## src/rtl/reservoir_history_reader.sv

```systemverilog
// Streams a window of the reservoir history RAM out over AXI-Stream through a 2-entry FIFO.
// Define RESERVOIR_READER_TLAST_EN to add the m_axis_tlast port.
module reservoir_history_reader #(
  parameter int unsigned ADDR_WIDTH = 20,
  parameter int unsigned DATA_WIDTH = 32
) (
  input  logic                  S_AXI_ACLK,
  input  logic                  S_AXI_ARESETN,
  input  logic                  start,
  input  logic [ADDR_WIDTH-1:0] start_addr,
  input  logic [ADDR_WIDTH:0]   num_samples,
  output logic                  ram_ren,
  output logic [ADDR_WIDTH-1:0] ram_addr,
  input  logic [DATA_WIDTH-1:0] ram_dout,
  output logic [DATA_WIDTH-1:0] m_axis_tdata,
  output logic                  m_axis_tvalid,
  input  logic                  m_axis_tready,
`ifdef RESERVOIR_READER_TLAST_EN
  output logic                  m_axis_tlast,
`endif
  output logic                  busy,
  output logic                  done
);

  localparam int unsigned CNT_W = ADDR_WIDTH + 1;

  localparam logic [1:0] ST_IDLE = 2'd0;
  localparam logic [1:0] ST_RUN  = 2'd1;
  localparam logic [1:0] ST_DONE = 2'd2;

  logic [1:0]            state_q, state_d;
  logic [ADDR_WIDTH-1:0] base_q, base_d;
  logic [CNT_W-1:0]      total_q, total_d;
  logic [CNT_W-1:0]      issued_q, issued_d;
  logic [CNT_W-1:0]      sent_q, sent_d;
  logic                  rvalid_q;
  logic                  rlast_q, rlast_d;

  logic [DATA_WIDTH-1:0] data_q [2];
  logic [1:0]            last_q;
  logic                  wr_ptr_q;
  logic                  rd_ptr_q;
  logic [1:0]            count_q, count_d;

  logic                  ren_c;
  logic [ADDR_WIDTH-1:0] addr_c;
  logic                  push_c;
  logic                  pop_c;
  logic [1:0]            occ_c;

  assign push_c = rvalid_q;
  assign pop_c  = (count_q != 2'd0) && m_axis_tready;
  // Entries held plus the read still in flight; never exceeds the FIFO depth.
  assign occ_c  = 2'(count_q + 2'(rvalid_q));

  // Next-state, read issue and counter update.
  always_comb begin
    state_d  = state_q;
    base_d   = base_q;
    total_d  = total_q;
    issued_d = issued_q;
    sent_d   = sent_q;
    ren_c    = 1'b0;
    addr_c   = 2'(0) == 2'd0 ? ADDR_WIDTH'(base_q + issued_q[ADDR_WIDTH-1:0]) : '0;
    case (state_q)
      ST_IDLE: begin
        if (start) begin
          base_d   = start_addr;
          total_d  = num_samples;
          issued_d = '0;
          sent_d   = '0;
          state_d  = ST_RUN;
          addr_c   = start_addr;
          // First read goes out with the request so data lands two cycles later.
          if (num_samples != '0) begin
            ren_c    = 1'b1;
            issued_d = CNT_W'(1);
          end
        end
      end
      ST_RUN: begin
        if ((issued_q < total_q) && ((occ_c < 2'd2) || pop_c)) begin
          ren_c    = 1'b1;
          issued_d = issued_q + CNT_W'(1);
        end
        if (pop_c) begin
          sent_d = sent_q + CNT_W'(1);
        end
        if ((total_q == '0) || (pop_c && (sent_d == total_q))) begin
          state_d = ST_DONE;
        end
      end
      ST_DONE: begin
        state_d = ST_IDLE;
      end
      default: begin
        state_d = ST_IDLE;
      end
    endcase
  end

  always_comb begin
    rlast_d = ren_c && (issued_d == total_d);
    case ({push_c, pop_c})
      2'b10:   count_d = count_q + 2'd1;
      2'b01:   count_d = count_q - 2'd1;
      default: count_d = count_q;
    endcase
  end

  // Control state and counters.
  always_ff @(posedge S_AXI_ACLK) begin
    if (!S_AXI_ARESETN) begin
      state_q  <= ST_IDLE;
      base_q   <= '0;
      total_q  <= '0;
      issued_q <= '0;
      sent_q   <= '0;
      rvalid_q <= 1'b0;
      rlast_q  <= 1'b0;
    end else begin
      state_q  <= state_d;
      base_q   <= base_d;
      total_q  <= total_d;
      issued_q <= issued_d;
      sent_q   <= sent_d;
      rvalid_q <= ren_c;
      rlast_q  <= rlast_d;
    end
  end

  // Output FIFO; a read returning right after reset is dropped because rvalid_q is cleared.
  always_ff @(posedge S_AXI_ACLK) begin
    if (!S_AXI_ARESETN) begin
      data_q[0] <= '0;
      data_q[1] <= '0;
      last_q    <= '0;
      wr_ptr_q  <= 1'b0;
      rd_ptr_q  <= 1'b0;
      count_q   <= '0;
    end else begin
      if (push_c) begin
        data_q[wr_ptr_q] <= ram_dout;
        last_q[wr_ptr_q] <= rlast_q;
        wr_ptr_q         <= ~wr_ptr_q;
      end
      if (pop_c) begin
        rd_ptr_q <= ~rd_ptr_q;
      end
      count_q <= count_d;
    end
  end

  assign ram_ren       = S_AXI_ARESETN && ren_c;
  assign ram_addr      = ram_ren ? addr_c : '0;
  assign m_axis_tvalid = (count_q != 2'd0);
  assign m_axis_tdata  = data_q[rd_ptr_q];
  assign busy          = (state_q == ST_RUN);
  assign done          = (state_q == ST_DONE);
`ifdef RESERVOIR_READER_TLAST_EN
  assign m_axis_tlast  = m_axis_tvalid && last_q[rd_ptr_q];
`endif

endmodule
```

## config.mk

```make
export PLATFORM = sky130hd
export DESIGN_NAME = reservoir_history_reader
export DESIGN_NICKNAME = d
export VERILOG_FILES = /design/src/rtl/reservoir_history_reader.sv
export SDC_FILE = /design/constraint.sdc
export NUM_CORES = 1
export LEC_CHECK = 0
export ABC_AREA = 1
export BUFFER_PORTS_ARGS = -buffer_cell sky130_fd_sc_hd__buf_2
export CAP_MARGIN = 20
export CORE_MARGIN = 2
export CORE_UTILIZATION = 45
export CTS_CLUSTER_DIAMETER = 100
export DETAILED_ROUTE_END_ITERATION = 6
export PLACE_DENSITY = 0.65
export SYNTH_ARGS = -nofsm -noshare
export SYNTH_HDL_FRONTEND = slang
export SYNTH_SLANG_ARGS = --single-unit
export TNS_END_PERCENT = 5
```

## constraint.sdc

```tcl
create_clock -name S_AXI_ACLK -period 3.3 [get_ports S_AXI_ACLK]
set_clock_uncertainty 0.2 [all_clocks]
set_input_delay 0.33 -clock S_AXI_ACLK [delete_from_list [all_inputs] [get_ports S_AXI_ACLK]]
set_output_delay 0.33 -clock S_AXI_ACLK [all_outputs]
set_load 0.03 [all_outputs]
```

==> metrics.md <==
| Metric | Value |
|---|---|
| Status | complete, no violations |
| Yosys top cell area share | 0.2148 |
| Count leader, synth | nand2_1 |
| Largest net degree at the start of global routing | 44 |
| Antenna violations before repair | 0 |
| Multi-input gate area | 4653 µm² |
| Dpl hpwl | 17050 µm |
| Ys flop type | dfxtp_1 |
| Htree depth | 4 |
| Die Wd | 145.0 µm |
| Final hold violation count | 0 |
| Synth top area cells | edfxtp_1 21%, dfxtp_1 20%, nand2_1 12% |
| # IOs | 133 |
| Bufs on Longest Clock Path | 2 |
| Dominant cell type by area after synthesis | edfxtp_1 |
| DR DRC count | 0 |
| Fin Setup TNS | 0 ns |
| Syn Nets | 1298 |
| Syn Inst Count | 1178 |
| Inst Count DP | 1557 |
| Core Box Area | 19460 µm² |
| Chip height | 145.0 µm |
| Fmax | 312.0 MHz |
| Yosys Warn Count | 0 |
| Vias in the first global route | 7983 |
| Congestion Overflow GR | 0 |
| Worst-path maximum fanout | 8 |
| CTS Buf Count | 17 |
| CP Capture Type | output port |
| Post-synthesis sequential area ratio | 0.4184 |
| DRT antenna net count | 0 |
| Hold_ws | 0.01273 ns |
| Final min period | 3.205 ns |
| Slew at the pin closest to its max-slew limit | 0.5898 ns |
| Clk sinks | 155 |
| DR pass1 iterations | 6 |
| Std-Cell Rows | 51 |
| Clock transition at path regs | 0.07 ns |
| Post-synth EDFFs | 64 |
| Maxcap violations | 0 |
| Count of cell types in the netlist | 45 |
| Crit share post-route | 0.9712 |
| Global-route wire length before repair | 38570 µm |
| Starting DRT DRC Count | 623 |
| CP Data Required Time | 2.77 ns |
| Post-synth top cells | 280 x nand2_1, 145 x nor2_1, 134 x a21oi_1 |
| PortBufs | 132 |
| Initial Utilization | 0.4597 |
| Aggregate global-route resource usage | 0.2263 |
| Final Max Slew Viols | 0 |
| WL/cell | 14.73 µm |
| CP Class | primary input to output port |
| Final setup fails | 0 |
| Final nets | 1463 |
| Leakage | 0.004828 µW |
| Crit start category | primary input |
| RSZ-0062 raised after global routing | yes |
| Setup slack, reg-to-reg | 0.62 ns |
| Mapped Area | 8947 µm² |
| PD cells | 487.6 nW/µm² |
| Max transition margin | 0.6068 |
| CTS tree | yes |
| Skew-Pair Late Insertion Delay | 0.43 ns |
| Crit path DAT | 2.68 ns |
| P&R area growth vs syn | 22.88% |
| Routability congestion estimate | 0.9218 |
| Total power | 5361 µW |
| Async set-or-reset flop fraction in the synthesized netlist | 0 |
| Vias | 8394 |
| Layout cells sized above 1 | 0.2043 |
| Hold Crit Class | primary input to flop |
| CTS root buffer | clkbuf_16 |
| Post-Syn Area per Cell | 7.595 µm² |
| Non-Filler Instances | 1622 |
| Reg area | 3764 µm² |
| VDD IR max | 0.3516 mV |
| Final WL | 23880 µm |
| Die area | 21030 µm² |
| Routed vias/inst | 5.175 |
| Seq cells post-synth | 155 |
| Filler cells | 1811 |
## kinds of logic (layout without fill, tap and decap cells)
| kind of cell | count (synthesis) | count (layout) | synth area share |
|---|---|---|---|
| AO/OA/AOI/OAI | 207 | 207 | 0.1219 |
| buffers and inverters | 161 | 339 | 0.07118 |
| adder cells (fa/ha/maj) | 43 | 43 | 0.06097 |
| AND/OR/NAND/NOR | 562 | 562 | 0.2696 |
| other | 0 | 1 | 0 |
| XOR/XNOR | 18 | 18 | 0.01762 |
| flip-flops | 155 | 155 | 0.4184 |
| multiplexers | 32 | 32 | 0.04027 |
## power breakdown
group | switching, µW | internal, µW | leakage, µW
clock | 935 | 1100 | 0.000299
combinational | 759 | 390 | 0.00311
sequential | 62.7 | 2120 | 0.00141
total | 1760 | 3600 | 0.00483
## flip-flops by register name, indices dropped and copies added, names as in the netlist, named ones only
name / flops
state_q: 2
base_q: 20
count_q: 2
total_q: 21
sent_q: 21
wr_ptr_q: 1
data_q: 64
issued_q: 21
rd_ptr_q: 1
push_c: 1
## layout by cell type, fill, tap and decap left out, drive strengths merged
master / instances
nor3b: 5
mux2: 32
diode: 1
nand2: 282
nor2: 150
xor2: 13
or4: 1
inv: 132
o21a: 3
a311oi: 1
o41ai: 1
buf: 154
nand4: 19
o21ai: 54
bufinv: 1
fa: 1
o211ai: 3
a21oi: 135
clkbuf: 19
ha: 42
nand3b: 7
clkinv: 3
edfxtp: 64
dfxtp: 91
nor3: 14
or2: 5
o21bai: 1
a211oi: 2
a21o: 3
dlygate4sd3: 29
a21boi: 1
nor4: 7
clkinvlp: 1
a31oi: 3
xnor2: 5
nand3: 72
## layer usage
| layer | up-vias | GRT usage | routed length [µm] |
|---|---|---|---|
| li1 | 4272 | - | - |
| met1 | 3874 | 0.2827 | 10750 |
| met2 | 212 | 0.3950 | 11540 |
| met3 | 36 | 0.04308 | 1108 |
| met4 | 0 | 0.07129 | 476 |
| met5 | - | 0 | 0 |
## layout make-up
type / instances / share of cell area
Antenna cell: 1 / 0.0002276
Clock buffer: 17 / 0.03869
Clock inverter: 15 / 0.01650
Inverter: 122 / 0.04165
Multi-Input combinational cell: 862 / 0.4232
Sequential cell: 155 / 0.3423
Tap cell: 265 / 0.03016
Timing Repair Buffer: 185 / 0.1072
## worst max-delay path, stage by stage
cell	delay, ns
dlygate4sd3_1	0.54
buf_2	0.12
or4_1	0.51
nor3_1	0.24
nand4_1	0.20
nand2_1	0.13
nand2_1	0.07
nand2_2	0.12
buf_6	0.16
a21oi_1	0.06
buf_4	0.18
## final timing paths
kind | start | to | cells past startpoint
min | ram_dout[31] | data_q[0][31] | 3
min reg2reg | rd_ptr_q | flop | 1
max reg2reg | sent_q[1] | state_q[0] | 16
max | num_samples[0] | ram_addr[0] | 11
## per-stage QoR
| stage | instance area [µm²] | setup WS [ns] | util |
|---|---|---|---|
| global route | 10990 | -0.05854 | 0.5648 |
| global placement | 9921 | 0.3062 | 0.5097 |
| floorplan | 8947 | 0.2493 | - |
| CTS | 10820 | 0.02064 | 0.5561 |
| detailed placement | 9921 | 0.2802 | 0.5097 |
| finish | 10990 | 0.09489 | 0.5649 |
## repair_timing
item,CTS,global route
cloned,0,1
hold buffers,29,0
pin swaps,1,6
endpoints found under the hold margin,29,0
setup buffers,0,2
setup endpoints to repair,3,20
gates resized for setup,6,62
(Power assumes the default switching activity.)
